<file path="src/rtl/async_req_scheduler_pkg.sv">
// Shared types and sizing helpers for the asynchronous request scheduler.
//
// Contents:
//   state_t   - grant FSM states (IDLE, GRANT, HOLD)
//   id_w(n)   - width of an index into n request lines ($clog2(n), at least 1)
//   hold_w(h) - width of a counter able to hold 0..h ($clog2(h+1), at least 1)
package async_req_pkg;

  typedef enum logic [1:0] {
    IDLE  = 2'd0,
    GRANT = 2'd1,
    HOLD  = 2'd2
  } state_t;

  function automatic int id_w(input int n);
    return (n <= 1) ? 1 : $clog2(n);
  endfunction

  // Kept at least one bit wide so the counter exists even when the hold-off is 0.
  function automatic int hold_w(input int h);
    return (h < 1) ? 1 : $clog2(h + 1);
  endfunction

endpackage

</file>
<file path="src/rtl/async_req_scheduler_rr_pick.sv">
// Combinational round-robin picker.
//
// Searches the pending vector upward from ptr, wrapping past the top line,
// and reports the first set bit.
//
// Ports:
//   pending   in  N_REQ  candidate events
//   ptr       in  ID_W   index at which the search starts
//   winner_id out ID_W   first pending index at or above ptr (with wrap)
//   any       out 1      at least one pending bit is set
module rr_pick
  import async_req_pkg::*;
#(
  parameter int N_REQ = 4
) (
  input  logic [N_REQ-1:0]        pending,
  input  logic [id_w(N_REQ)-1:0]  ptr,
  output logic [id_w(N_REQ)-1:0]  winner_id,
  output logic                    any
);

  localparam int ID_W = id_w(N_REQ);

  always_comb begin
    int idx;
    winner_id = '0;
    any       = 1'b0;
    idx       = 0;
    for (int k = 0; k < N_REQ; k++) begin
      // ptr never exceeds N_REQ-1, so one subtraction is enough to wrap.
      idx = int'(ptr) + k;
      if (idx >= N_REQ) idx = idx - N_REQ;
      if (!any && pending[idx]) begin
        any       = 1'b1;
        winner_id = ID_W'(idx);
      end
    end
  end

endmodule

</file>
<file path="src/rtl/async_req_scheduler.sv">
// Asynchronous request scheduler.
//
// Brings N_REQ asynchronous level requests into the clk domain through a
// two-flop synchronizer, turns rising edges into latched pending events and
// hands them one at a time to a single consumer through a round-robin
// arbiter, with an optional idle hold-off after every accepted grant.
//
// Ports:
//   clk          in  1      clock
//   rst          in  1      synchronous active-high reset
//   en           in  1      synchronizer enable (synchronizer/edge flops hold when low)
//   async_req    in  N_REQ  asynchronous level requests
//   grant_valid  out 1      an event is offered (registered)
//   grant_id     out ID_W   index of the offered event (registered)
//   grant_ready  in  1      consumer accepts the offered event
//   pending      out N_REQ  latched, not yet accepted events
//   overflow     out N_REQ  sticky: an edge arrived while that line was already pending
//   ovf_clr      in  1      clears all overflow bits
module async_req_scheduler
  import async_req_pkg::*;
#(
  parameter int N_REQ   = 4,
  parameter int HOLDOFF = 2
) (
  input  logic                    clk,
  input  logic                    rst,
  input  logic                    en,
  input  logic [N_REQ-1:0]        async_req,
  output logic                    grant_valid,
  output logic [id_w(N_REQ)-1:0]  grant_id,
  input  logic                    grant_ready,
  output logic [N_REQ-1:0]        pending,
  output logic [N_REQ-1:0]        overflow,
  input  logic                    ovf_clr
);

  localparam int ID_W  = id_w(N_REQ);
  localparam int CNT_W = hold_w(HOLDOFF);

  localparam logic [ID_W-1:0]  LAST_ID   = ID_W'(N_REQ - 1);
  localparam logic [CNT_W-1:0] HOLD_LAST = CNT_W'((HOLDOFF > 0) ? HOLDOFF - 1 : 0);

  logic [N_REQ-1:0] sync1_p0, sync2_p1, edge_p2;
  logic [N_REQ-1:0] rise, clr_mask, pend_q, pend_d, ovf_q, ovf_d;
  logic             accept;

  state_t           state_q, state_d;
  logic [ID_W-1:0]  gid_q, gid_d, ptr_q, ptr_d, winner_id;
  logic [CNT_W-1:0] cnt_q, cnt_d;
  logic             any;

  // p0/p1: two-flop synchronizer; p2: previous sync2 value for edge detect
  always_ff @(posedge clk) begin
    if (rst) begin
      sync1_p0 <= '0;
      sync2_p1 <= '0;
      edge_p2  <= '0;
    end else if (en) begin
      sync1_p0 <= async_req;
      sync2_p1 <= sync1_p0;
      edge_p2  <= sync2_p1;
    end
  end

  // Pending/overflow update from detected edges and accepted grants
  assign rise   = en ? (sync2_p1 & ~edge_p2) : '0;
  assign accept = grant_valid & grant_ready;

  always_comb begin
    clr_mask = '0;
    if (accept) clr_mask[gid_q] = 1'b1;
  end

  // A rise in the acceptance cycle re-arms the line instead of overflowing it.
  assign pend_d = (pend_q & ~clr_mask) | rise;
  assign ovf_d  = (ovf_clr ? '0 : ovf_q) | (rise & pend_q & ~clr_mask);

  always_ff @(posedge clk) begin
    if (rst) begin
      pend_q <= '0;
      ovf_q  <= '0;
    end else begin
      pend_q <= pend_d;
      ovf_q  <= ovf_d;
    end
  end

  rr_pick #(
    .N_REQ (N_REQ)
  ) u_rr_pick (
    .pending   (pend_q),
    .ptr       (ptr_q),
    .winner_id (winner_id),
    .any       (any)
  );

  // Grant FSM: the winner is sampled only in IDLE so later arrivals never
  // disturb an outstanding offer.
  always_comb begin
    state_d = state_q;
    gid_d   = gid_q;
    ptr_d   = ptr_q;
    cnt_d   = cnt_q;
    case (state_q)
      IDLE: begin
        if (any) begin
          gid_d   = winner_id;
          state_d = GRANT;
        end
      end
      GRANT: begin
        if (grant_ready) begin
          ptr_d = (gid_q == LAST_ID) ? '0 : gid_q + 1'b1;
          if (HOLDOFF > 0) begin
            state_d = HOLD;
            cnt_d   = '0;
          end else begin
            state_d = IDLE;
          end
        end
      end
      HOLD: begin
        if (cnt_q == HOLD_LAST) state_d = IDLE;
        else                    cnt_d   = cnt_q + 1'b1;
      end
      default: state_d = IDLE;
    endcase
  end

  always_ff @(posedge clk) begin
    if (rst) begin
      state_q <= IDLE;
      gid_q   <= '0;
      ptr_q   <= '0;
      cnt_q   <= '0;
    end else begin
      state_q <= state_d;
      gid_q   <= gid_d;
      ptr_q   <= ptr_d;
      cnt_q   <= cnt_d;
    end
  end

  // Outputs are straight decodes of flops; grant_ready has no path to them.
  assign grant_valid = (state_q == GRANT);
  assign grant_id    = gid_q;
  assign pending     = pend_q;
  assign overflow    = ovf_q;

endmodule
</file>
<file path="config.mk">
export PLATFORM = sky130hd
export DESIGN_NAME = async_req_scheduler
export DESIGN_NICKNAME = d
export VERILOG_FILES = /design/src/rtl/async_req_scheduler_pkg.sv /design/src/rtl/async_req_scheduler_rr_pick.sv /design/src/rtl/async_req_scheduler.sv
export SDC_FILE = /design/constraint.sdc
export NUM_CORES = 1
export LEC_CHECK = 0
export CORE_ASPECT_RATIO = 1.75
export CORE_MARGIN = 1.5
export CORE_UTILIZATION = 56
export CTS_BUF_LIST = sky130_fd_sc_hd__clkbuf_8 sky130_fd_sc_hd__clkbuf_16
export DETAILED_ROUTE_END_ITERATION = 12
export PLACE_DENSITY = 0.79
export SLEW_MARGIN = 10
export SYNTH_ARGS = -nofsm -noshare
export SYNTH_HDL_FRONTEND = slang
export SYNTH_HIERARCHICAL = 1
export SYNTH_SLANG_ARGS = --single-unit
</file>
<file path="constraint.sdc">
create_clock -name clk -period 2.1 [get_ports clk]
set_input_delay 0.42 -clock clk [delete_from_list [all_inputs] [get_ports clk]]
set_output_delay 0.42 -clock clk [all_outputs]
set_load 0.01 [all_outputs]
</file>
==> results of run 1 <==
-- worst register-to-register path: cells and delay by family (launching register included) --
family / cells / cell delay (ns)
AND/OR/NAND/NOR: 3 / 0.42
flip-flops: 1 / 0.46
buffers and inverters: 1 / 0.10
multiplexers: 1 / 0.23
-- state kept, by name, summed over array words and instances, names as in the netlist --
name,count
edge_p2,4
overflow,4
pending,4
sync1_p0,4
sync2_p1,4
cnt_q,2
grant_id,2
ptr_q,2
state_q,2
-- stage by stage --
stage	setup WS [ns]	hold slack [ns]	cells
after floorplan	0.930	0.444	133
after global placement	0.447	0.452	173
after detailed placement	0.417	0.467	173
after CTS	0.131	0.480	177
after global routing	0.0622	0.509	177
final	0.133	0.482	177
-- routing by layer --
layer	wire length [um]	track usage	up-vias	part of all wire
li1	-	-	492	-
met1	904	0.227	469	0.37
met2	1400	0.435	25	0.57
met3	98	0.0539	5	0.040
met4	43	0.0991	0	0.018
met5	0	0	-	0
-- cell usage in the layout (no fill, tap or decap), types with 4 or more instances in the layout --
| cell | instances |
|---|---|
| dfxtp_1 | 28 |
| a21oi_1 | 12 |
| inv_1 | 11 |
| mux2i_1 | 13 |
| clkdlybuf4s50_1 | 19 |
| o21ai_0 | 5 |
| nor2_1 | 17 |
| nand2_1 | 5 |
| nand2b_1 | 5 |
| o31ai_1 | 4 |
| or3b_2 | 4 |
| ha_1 | 5 |
-- kinds of logic (layout without fill, tap and decap cells) --
family / after synthesis / after routing
simple gates: 43 / 43
compound gates: 26 / 26
flops: 28 / 28
mux: 13 / 13
fa+ha+maj: 5 / 5
buf+inv: 18 / 38
-- power by group --
| part | switching (uW) | internal (uW) |
|---|---|---|
| clock | 165 | 256 |
| sequential | 18.6 | 547 |
| combinational | 47.5 | 55.8 |
-- worst min-delay path by stage --
| stage | from | to | slack, ns |
|---|---|---|---|
| 4_1_cts | edge_p2[1]$_SDFFE_PP0P_ | edge_p2[1]$_SDFFE_PP0P_ | 0.48 |
| 3_5_place_dp | edge_p2[1]$_SDFFE_PP0P_ | edge_p2[1]$_SDFFE_PP0P_ | 0.47 |
| 2_1_floorplan | edge_p2[0]$_SDFFE_PP0P_ | edge_p2[0]$_SDFFE_PP0P_ | 0.44 |
| 3_3_place_gp | edge_p2[0]$_SDFFE_PP0P_ | edge_p2[0]$_SDFFE_PP0P_ | 0.45 |
| 5_1_grt | edge_p2[1]$_SDFFE_PP0P_ | edge_p2[1]$_SDFFE_PP0P_ | 0.51 |
| 6_report | edge_p2[1]$_SDFFE_PP0P_ | edge_p2[1]$_SDFFE_PP0P_ | 0.48 |
-- area by class of cell --
cell class	count	area share
flip-flops and latches	28	0.363
clock inverters	1	0.0194
repair buffers	22	0.138
clock buffers	3	0.0267
multi-input cells	87	0.404
well taps	24	0.0194
inverters	12	0.0292
==> summary.txt, run 1 <==
Timing
  – Max-slew headroom: 0.739
  – Final hold vios: 0
  – Worst slew pin tran: a little under 0.4 ns
  – Setup violators final: 0
  – Final Cycle Share: 0.937
  – Final Max Tran Viols: 0
  – Max frequency: roughly 0.51 GHz
  – Period minus WS final: about 2 ns
  – RSZ-0062 raised after global routing: no
  – Fin Setup TNS: 0 ns
  – Clock Skew: around 0.0066 ns

Synth
  – Post-Synth Adder-Cell Area: 0.0489
  – Most instantiated cells after synthesis: dfxtp_1, nor2_1, mux2i_1, a21oi_1, inv_1
  – Seq/Total Area, Yosys: 0.438
  – Mean Syn Cell Area: approximately 9.6 um^2
  – Synth Area in Compound Gates: 0.135
  – Post-Syn Area: between 1000 and 1500 um^2
  – Asr flop ratio synth: 0
  – Count of flip-flops with a built-in enable after synthesis: 0
  – Yosys reg bits: 28
  – Ranking of synthesized cells by area: dfxtp_1, mux2i_1, nor2_1
  – Post-synthesis simple-gate area fraction: 0.203
  – Syn Inst Count: 133
  – Synth Area in XOR/XNOR: 0
  – Dominant synthesized flop cell: dfxtp_1
  – Largest family of logic cells by synthesized area: simple AND/OR/NAND/NOR gates
  – Cell taking the most area after synthesis: dfxtp_1
  – Ys Warns: 6
  – Count of cell types in the netlist: 29
  – Post-synth top area share: 0.438
  – Most common cell in the netlist: dfxtp_1
  – Multiplexer area fraction after synthesis: 0.102
  – Post-synthesis net count: ~150

Worst hold path
  – Hold Path Class: reg -> reg
  – Hold depth: 2

Global routing
  – GR Overflow Total: 0
  – Total track usage: 0.234
  – Number of global-route vias before repair: around 1,000
  – First-pass GRT wire length: ~4200 um
  – Largest net degree at the start of global routing: 19
  – Initial antenna violation count: 0

Finish
  – Post-layout util: 0.728
  – Synth-to-Final Area Change: 20.7%
  – Storage element area: about 560 um^2
  – Multi-input gate area: between 600 and 700 um^2
  – Number of diodes: 0
  – Final non-filler cell area: 1540 um^2
  – Share of layout cells above drive strength 1: 0.131
  – Final nets: 168
  – Fill cells: ~170

Die
  – # rows: 22
  – Die span in y: between 60 and 70 um
  – Chip width: approximately 39 um
  – Initial Util: 0.603
  – CORE AREA: roughly 2100 um^2
  – Top Ports: 20
  – Die area: between 2000 and 3000 um^2

Setup path
  – R2R Path End: grant_id[1]$_SDFFE_PP0P_
  – R2R Setup Slk: between 0.7 and 0.8 ns
  – CP cell instances: nor2b_1 -> clkdlybuf4s50_1
  – WP buf/inv: 1
  – Required time of the critical path: around 1.7 ns
  – Crit path capture: grant_valid
  – Slowest stage delay, CP: 0.57 ns
  – WS Path Type: reg -> out
  – Worst setup SP type: register
  – Critical path capture point type: primary output
  – Crit. path cell count: 2
  – Top delay family on crit path: flip-flops
  – Crit-path max FO: 10
  – Crit path from: state_q[0]$_SDFFE_PP0P_
  – Worst reg-to-reg path cell count: 5
  – Crit-path slowest cell: dfxtp_1
  – Worst path arrival time: between 1.5 and 2 ns
  – RR Startpoint: pending[0]$_SDFF_PP0_

Place
  – IO Port Bufs: 19
  – DP HPWL: about 1800 um
  – Placement Cell Area: 1470 um^2
  – Routability cong.: 0.716

Clock network
  – Clock-pin slew on the worst setup and hold paths: about 0.09 ns
  – CTS tree: yes
  – CTS buffer count: 3
  – H-tree depth: 1
  – Clk Latency, worst-skew pair: ~0.28 ns
  – # hold bufs at CTS: 0
  – Root buf cell: clkbuf_8
  – Clock sink count: 28
  – Clock Path Buffers: 2
  – Resized cells post-CTS: 0
  – Post-CTS Setup Repair Bufs: 0

Route
  – Vias per cell: about 5.6
  – DR DRC count: 0
  – Vias: around 990
  – Antenna Violating Nets Remaining: 0
  – DRT Pass-1 Iters: 4
  – WL final: approximately 2400 um
  – DR iter-0 viols: 33
  – Wirelength per Cell: 13.8 um

Power and ir drop
  – Leakage: about 0.0006 uW
  – Power density cells: between 700 and 800 nW/um^2
  – Overall power: 1090 uW
  – Worst vdd ir: roughly 0.54 mV

Run status
  – Status: completed

Flow run
  – Max_cap viols: 0
Power figures use the tool's default switching activity.
==> inputs of run 2 (changes only) <==
--- a/config.mk
+++ b/config.mk
@@ -11,6 +11,7 @@
 export CTS_BUF_LIST = sky130_fd_sc_hd__clkbuf_8 sky130_fd_sc_hd__clkbuf_16
 export DETAILED_ROUTE_END_ITERATION = 12
 export PLACE_DENSITY = 0.79
+export SETUP_SLACK_MARGIN = 0.1
 export SLEW_MARGIN = 10
 export SYNTH_ARGS = -nofsm -noshare
 export SYNTH_HDL_FRONTEND = slang
==> run 2 against run 1 <==
Fmax rose by 7.3%; cell count did not move; critical path type unchanged; critical endpoint unchanged; highest routed layer unchanged; first-iteration DRC count rose by 12%; sequential power barely moved; register-to-register slack barely moved.
==> summary.txt, run 2 (synthesis results as in run 1) <==
Setup path
  – R2R Setup Slk: 0.78 ns (about the same)
  – Critical path capture point type: primary output
  – Worst setup SP type: register
  – WS Path Type: reg -> out
  – Crit-path max FO: 10 (unchanged)
  – Worst reg-to-reg path cell count: 5 (unchanged)
  – R2R Path End: grant_id[1]$_SDFFE_PP0P_
  – Crit path from: state_q[0]$_SDFFE_PP0P_
  – Crit path capture: grant_valid
  – RR Startpoint: pending[0]$_SDFF_PP0_
  – Required time of the critical path: 1.68 ns (about the same)
  – Worst path arrival time: 1.41 ns (-0.14 ns)

Worst hold path
  – Hold Path Class: reg -> reg

Timing
  – Max frequency: 0.545 GHz (+7.3%)
  – Period minus WS final: 1.83 ns (-0.134 ns)
  – Final hold vios: 0 (unchanged)
  – RSZ-0062 raised after global routing: no
  – Max-slew headroom: 0.765 (+0.0259)
  – Worst slew pin tran: 0.344 ns (-0.0472 ns)
  – Setup violators final: 0 (unchanged)
  – Final Cycle Share: 0.873 (-0.0636)
  – Final Max Tran Viols: 0 (unchanged)
  – Clock Skew: 0.00664 ns (+0.0000422 ns)
  – Fin Setup TNS: 0 ns (unchanged)
  – Hold slack final: 0.482 ns (-0.00000600 ns)

Clock network
  – Clock Path Buffers: 2 (unchanged)
  – Post-CTS Setup Repair Bufs: 0 (unchanged)
  – CTS buffer count: 3 (unchanged)
  – H-tree depth: 1 (unchanged)
  – Clock-pin slew on the worst setup and hold paths: 0.09 ns (about the same)
  – Root buf cell: clkbuf_8
  – Clock sink count: 28 (unchanged)
  – # hold bufs at CTS: 0 (unchanged)
  – Resized cells post-CTS: 0 (unchanged)
  – Clk Latency, worst-skew pair: 0.28 ns (about the same)
  – CTS tree: yes

Global routing
  – Total track usage: 0.234 (unchanged)
  – GR Overflow Total: 0 (unchanged)
  – Number of global-route vias before repair: 1,008 (unchanged)
  – Initial antenna violation count: 0 (unchanged)
  – First-pass GRT wire length: 4240 um (unchanged)
  – Largest net degree at the start of global routing: 19 (unchanged)

Route
  – Antenna Violating Nets Remaining: 0 (unchanged)
  – DR DRC count: 0 (unchanged)
  – Wirelength per Cell: 13.8 um (about the same)
  – DR iter-0 viols: 37 (+12%)
  – DRT Pass-1 Iters: 4 (unchanged)
  – WL final: 2450 um (about the same)
  – Vias per cell: 5.60 (+0.10%)
  – Vias: 992 (+0.10%)

Place
  – DP HPWL: 1780 um (unchanged)
  – Routability cong.: 0.716 (unchanged)
  – Placed insts: 173 (unchanged)
  – IO Port Bufs: 19 (unchanged)

Die
  – CORE AREA: 2120 um^2 (unchanged)
  – Top Ports: 20 (unchanged)
  – Die area: 2590 um^2 (unchanged)
  – Chip width: 39.1 um (unchanged)
  – Die span in y: 66.2 um (unchanged)
  – Initial Util: 0.603 (unchanged)
  – # rows: 22 (unchanged)

Finish
  – Most frequent cells in the layout: dfxtp_1, clkdlybuf4s50_1, nor2_1
  – Fin cells: 177 (unchanged)
  – Post-layout util: 0.729 (about the same)
  – Commonest non-fill, non-tap cell in the layout: dfxtp_1
  – Number of diodes: 0 (unchanged)
  – Final nets: 168 (unchanged)
  – Synth-to-Final Area Change: 20.8% (about the same)
  – Fill cells: 164 (-0.61%)
  – Share of layout cells above drive strength 1: 0.137 (+0.00654)

Run status
  – Status: completed

Flow run
  – Max_cap viols: 0 (unchanged)

Power and ir drop
  – Leakage: 0.000606 uW (about the same)
  – Power density cells: 705 nW/um^2 (about the same)
  – Worst vdd ir: 0.539 mV (+0.22%)
-- run 2: metal layers --
metal  GRT usage  up-vias  part of all wire
met2       0.435       25              0.57
met4      0.0991        0             0.018
met3      0.0539        5             0.040
li1            -      492                 -
met5           0        -                 0
met1       0.227      470              0.37
-- run 2: worst min-delay path by stage --
| stage | depth (start not counted) | from | endpoint |
|---|---|---|---|
| floorplan | 2 | edge_p2[0]$_SDFFE_PP0P_ | edge_p2[0]$_SDFFE_PP0P_ |
| global placement | 2 | edge_p2[0]$_SDFFE_PP0P_ | edge_p2[0]$_SDFFE_PP0P_ |
| detailed placement | 2 | edge_p2[1]$_SDFFE_PP0P_ | edge_p2[1]$_SDFFE_PP0P_ |
| CTS | 2 | edge_p2[1]$_SDFFE_PP0P_ | edge_p2[1]$_SDFFE_PP0P_ |
| global route | 2 | edge_p2[1]$_SDFFE_PP0P_ | edge_p2[1]$_SDFFE_PP0P_ |
| finish | 2 | edge_p2[1]$_SDFFE_PP0P_ | edge_p2[1]$_SDFFE_PP0P_ |
-- run 2: stage by stage --
step	power [uW]	instance area [um^2]	worst slack (ns)
4_1_cts	1100	1540	0.131
5_1_grt	1140	1550	0.207
6_report	1090	1550	0.266
3_5_place_dp	681	1470	0.417
2_1_floorplan	647	1280	0.930
3_3_place_gp	676	1470	0.447
-- run 2: area by class of cell --
| cell class | instances | area, um^2 | area share |
|---|---|---|---|
| clock buffer | 3 | 41.3 | 0.0267 |
| clock inverter | 1 | 30.0 | 0.0194 |
| inverter | 12 | 45.0 | 0.0291 |
| multi-input combinational | 87 | 624 | 0.404 |
| sequential | 28 | 562 | 0.364 |
| tap | 24 | 30.0 | 0.0194 |
| timing repair buffer | 22 | 213 | 0.138 |
-- run 2: critical path: stages, from the launching register on --
cell and delay, ns:
dfxtp_2 0.46, nor2b_1 0.15, clkdlybuf4s50_1 0.53
-- run 2: report_power, final --
group	switching [uW]	total (uW)	internal, uW
combinational	47.6	103	55.8
sequential	18.6	566	548
clock	165	420	256
==> inputs of run 3 (changes only) <==
--- a/config.mk
+++ b/config.mk
@@ -5,12 +5,14 @@
 export SDC_FILE = /design/constraint.sdc
 export NUM_CORES = 1
 export LEC_CHECK = 0
+export ABC_AREA = 1
+export CAP_MARGIN = 5
 export CORE_ASPECT_RATIO = 1.75
 export CORE_MARGIN = 1.5
-export CORE_UTILIZATION = 56
+export CORE_UTILIZATION = 58
 export CTS_BUF_LIST = sky130_fd_sc_hd__clkbuf_8 sky130_fd_sc_hd__clkbuf_16
 export DETAILED_ROUTE_END_ITERATION = 12
-export PLACE_DENSITY = 0.79
+export PLACE_DENSITY = 0.8
 export SETUP_SLACK_MARGIN = 0.1
 export SLEW_MARGIN = 10
 export SYNTH_ARGS = -nofsm -noshare
==> run 3 against run 2 <==
Utilization shrank 1.8 points; count of clock-buffer cells in the layout unchanged; design area rose by 13%; die area up 12%; critical path depth increased by 1; highest routed layer unchanged.
==> summary.txt, run 3 <==
Setup path
  – WP buf/inv: 2 (+1)
  – Crit-path slowest cell: clkdlybuf4s50_1
  – Top delay family on crit path: buffers and inverters
  – Critical path capture point type: primary output
  – Worst path arrival time: 1.44 ns (+0.03 ns)
  – Worst setup SP type: register
  – CP cell instances: inv_2 -> nor2_4 -> clkdlybuf4s50_1
  – Required time of the critical path: 1.68 ns (about the same)
  – Slowest stage delay, CP: 0.55 ns (+0.02 ns)
  – Crit-path max FO: 7 (-3)
  – WS Path Type: reg -> out

Synth
  – Most instantiated cells after synthesis: nand2_1, dfxtp_1, nor2_1, inv_1, a21oi_1
  – Post-synthesis net count: 227 (+54%)
  – Syn Inst Count: 213 (+60%)
  – Count of cell types in the netlist: 24 (-17%)
  – Ys Warns: 6 (unchanged)
  – Post-Syn Area: 1490 um^2 (+16%)
  – Most common cell in the netlist: nand2_1
  – Mean Syn Cell Area: 6.99 um^2 (-27%)
  – Yosys reg bits: 28 (unchanged)
  – Asr flop ratio synth: 0 (unchanged)
  – Dominant synthesized flop cell: dfxtp_1
  – Post-synth top area share: 0.376 (-0.0619)
  – Ranking of synthesized cells by area: dfxtp_1, nand2_1, nor2_1
  – Seq/Total Area, Yosys: 0.376 (-0.0619)
  – Cell taking the most area after synthesis: dfxtp_1
  – Count of flip-flops with a built-in enable after synthesis: 0 (unchanged)

Place
  – Placed insts: 252 (+46%)
  – Post-Place Setup Slack: 0.274 ns (-0.143 ns)
  – Routability cong.: 0.704 (-1.7%)
  – DP HPWL: 2530 um (+42%)
  – IO Port Bufs: 19 (unchanged)
  – Placement Cell Area: 1680 um^2 (+14%)

Timing
  – Fin Setup TNS: 0 ns (unchanged)
  – Max-slew headroom: 0.662 (-0.102)
  – Final Max Tran Viols: 0 (unchanged)
  – Final hold vios: 0 (unchanged)
  – RSZ-0062 raised after global routing: no
  – Final worst slack: 0.239 ns (-0.0272 ns)
  – Clock Skew: 0.00404 ns (-0.00260 ns)
  – Final Cycle Share: 0.886 (+0.0130)
  – Period minus WS final: 1.86 ns (+0.0272 ns)
  – Max frequency: 0.537 GHz (-1.5%)
  – Worst slew pin tran: 0.505 ns (+0.161 ns)
  – Setup violators final: 0 (unchanged)

Flow run
  – Max_cap viols: 0 (unchanged)

Route
  – Wirelength per Cell: 12.6 um (-8.7%)
  – DRT Pass-1 Iters: 4 (unchanged)
  – Vias: 1,371 (+38%)
  – Antenna Violating Nets Remaining: 0 (unchanged)
  – DR iter-0 viols: 41 (+11%)
  – Vias per cell: 5.36 (-4.4%)
  – DR DRC count: 0 (unchanged)
  – WL final: 3230 um (+32%)

Clock network
  – CTS buffer count: 3 (unchanged)
  – Clock-pin slew on the worst setup and hold paths: 0.09 ns (about the same)
  – Root buf cell: clkbuf_8
  – Resized cells post-CTS: 0 (unchanged)
  – Clk Latency, worst-skew pair: 0.27 ns (about the same)
  – Clock Path Buffers: 2 (unchanged)
  – # hold bufs at CTS: 0 (unchanged)
  – Post-CTS Setup Repair Bufs: 0 (unchanged)
  – Clock sink count: 28 (unchanged)
  – H-tree depth: 1 (unchanged)
  – CTS tree: yes

Die
  – Chip width: 41.3 um (+5.6%)
  – Initial Util: 0.605 (+0.00137)
  – Die span in y: 70.0 um (+5.8%)
  – CORE AREA: 2460 um^2 (+16%)
  – Die area: 2890 um^2 (+12%)
  – Top Ports: 20 (unchanged)
  – # rows: 24 (+9.1%)

Global routing
  – Number of global-route vias before repair: 1,287 (+28%)
  – First-pass GRT wire length: 5170 um (+22%)
  – Initial antenna violation count: 0 (unchanged)
  – GR Overflow Total: 0 (unchanged)
  – Total track usage: 0.253 (+0.0185)
  – Largest net degree at the start of global routing: 18 (-1)

Finish
  – Final nets: 245 (+46%)
  – Fin cells: 256 (+45%)
  – Number of diodes: 0 (unchanged)
  – Final non-filler cell area: 1750 um^2 (+13%)
  – Synth-to-Final Area Change: 17.6%
  – Fill cells: 205 (+25%)
  – Commonest non-fill, non-tap cell in the layout: nand2_1
  – Storage element area: 562 um^2 (unchanged)
  – Share of layout cells above drive strength 1: 0.139 (+0.00188)
  – Most frequent cells in the layout: nand2_1, nor2_1, dfxtp_1
  – Post-layout util: 0.711 (-0.0182)
  – Multi-input gate area: 778 um^2 (+25%)

Power and ir drop
  – Power density cells: 922 nW/um^2 (+31%)
  – Leakage: 0.000715 uW (+18%)
  – Worst vdd ir: 0.643 mV (+19%)

Run status
  – Status: completed

Worst hold path
  – Hold Path Class: reg -> reg
-- run 3: per-stage QoR --
stage / power [uW] / hold WS, ns
floorplan: 1040 / 0.439
global placement: 1160 / 0.451
detailed placement: 1200 / 0.456
CTS: 1620 / 0.470
global route: 1710 / 0.501
finish: 1610 / 0.472
-- run 3: area by class of cell --
| type | count | area share |
|---|---|---|
| clock inverter | 1 | 0.0172 |
| multi-input combinational | 150 | 0.445 |
| tap | 26 | 0.0186 |
| timing repair buffer | 21 | 0.117 |
| inverter | 27 | 0.0579 |
| clock buffer | 3 | 0.0236 |
| sequential | 28 | 0.321 |
-- run 3: path summary, 6_finish.rpt --
check,from,depth (start not counted),to,slack (ns)
min,edge_p2[0]$_SDFFE_PP0P_,2,edge_p2[0]$_SDFFE_PP0P_,0.47
max,state_q[0]$_SDFFE_PP0P_,3,grant_valid,0.24
max reg2reg,ptr_q[0]$_SDFFE_PP0P_,11,grant_id[0]$_SDFFE_PP0P_,0.36
min reg2reg,edge_p2[0]$_SDFFE_PP0P_,2,edge_p2[0]$_SDFFE_PP0P_,0.47
-- run 3: cells by family after synthesis --
logic type                 share of synthesized area
and+or+nand+nor                                0.372
DFF                                            0.376
adders and majority gates                     0.0420
buffers and inverters                          0.101
AOI/OAI and AO/OA                              0.108
-- run 3: tightest hold or removal path, stage by stage, from the launching register on --
cell,delay (ns)
dfxtp_1,0.32
nand2_1,0.06
a21oi_1,0.05
-- run 3: power by group --
part	total (uW)	switching (uW)	internal, uW
clock	415	160	255
sequential	670	80.9	589
combinational	530	311	218
-- run 3: metal layers --
layer | track usage | vias to the layer above | part of all wire | routed length [um]
li1 | - | 710 | - | -
met3 | 0.0286 | 4 | 0.013 | 41
met2 | 0.495 | 18 | 0.60 | 1950
met1 | 0.238 | 639 | 0.37 | 1200
met4 | 0.0681 | 0 | 0.0099 | 32
met5 | 0 | - | 0 | 0
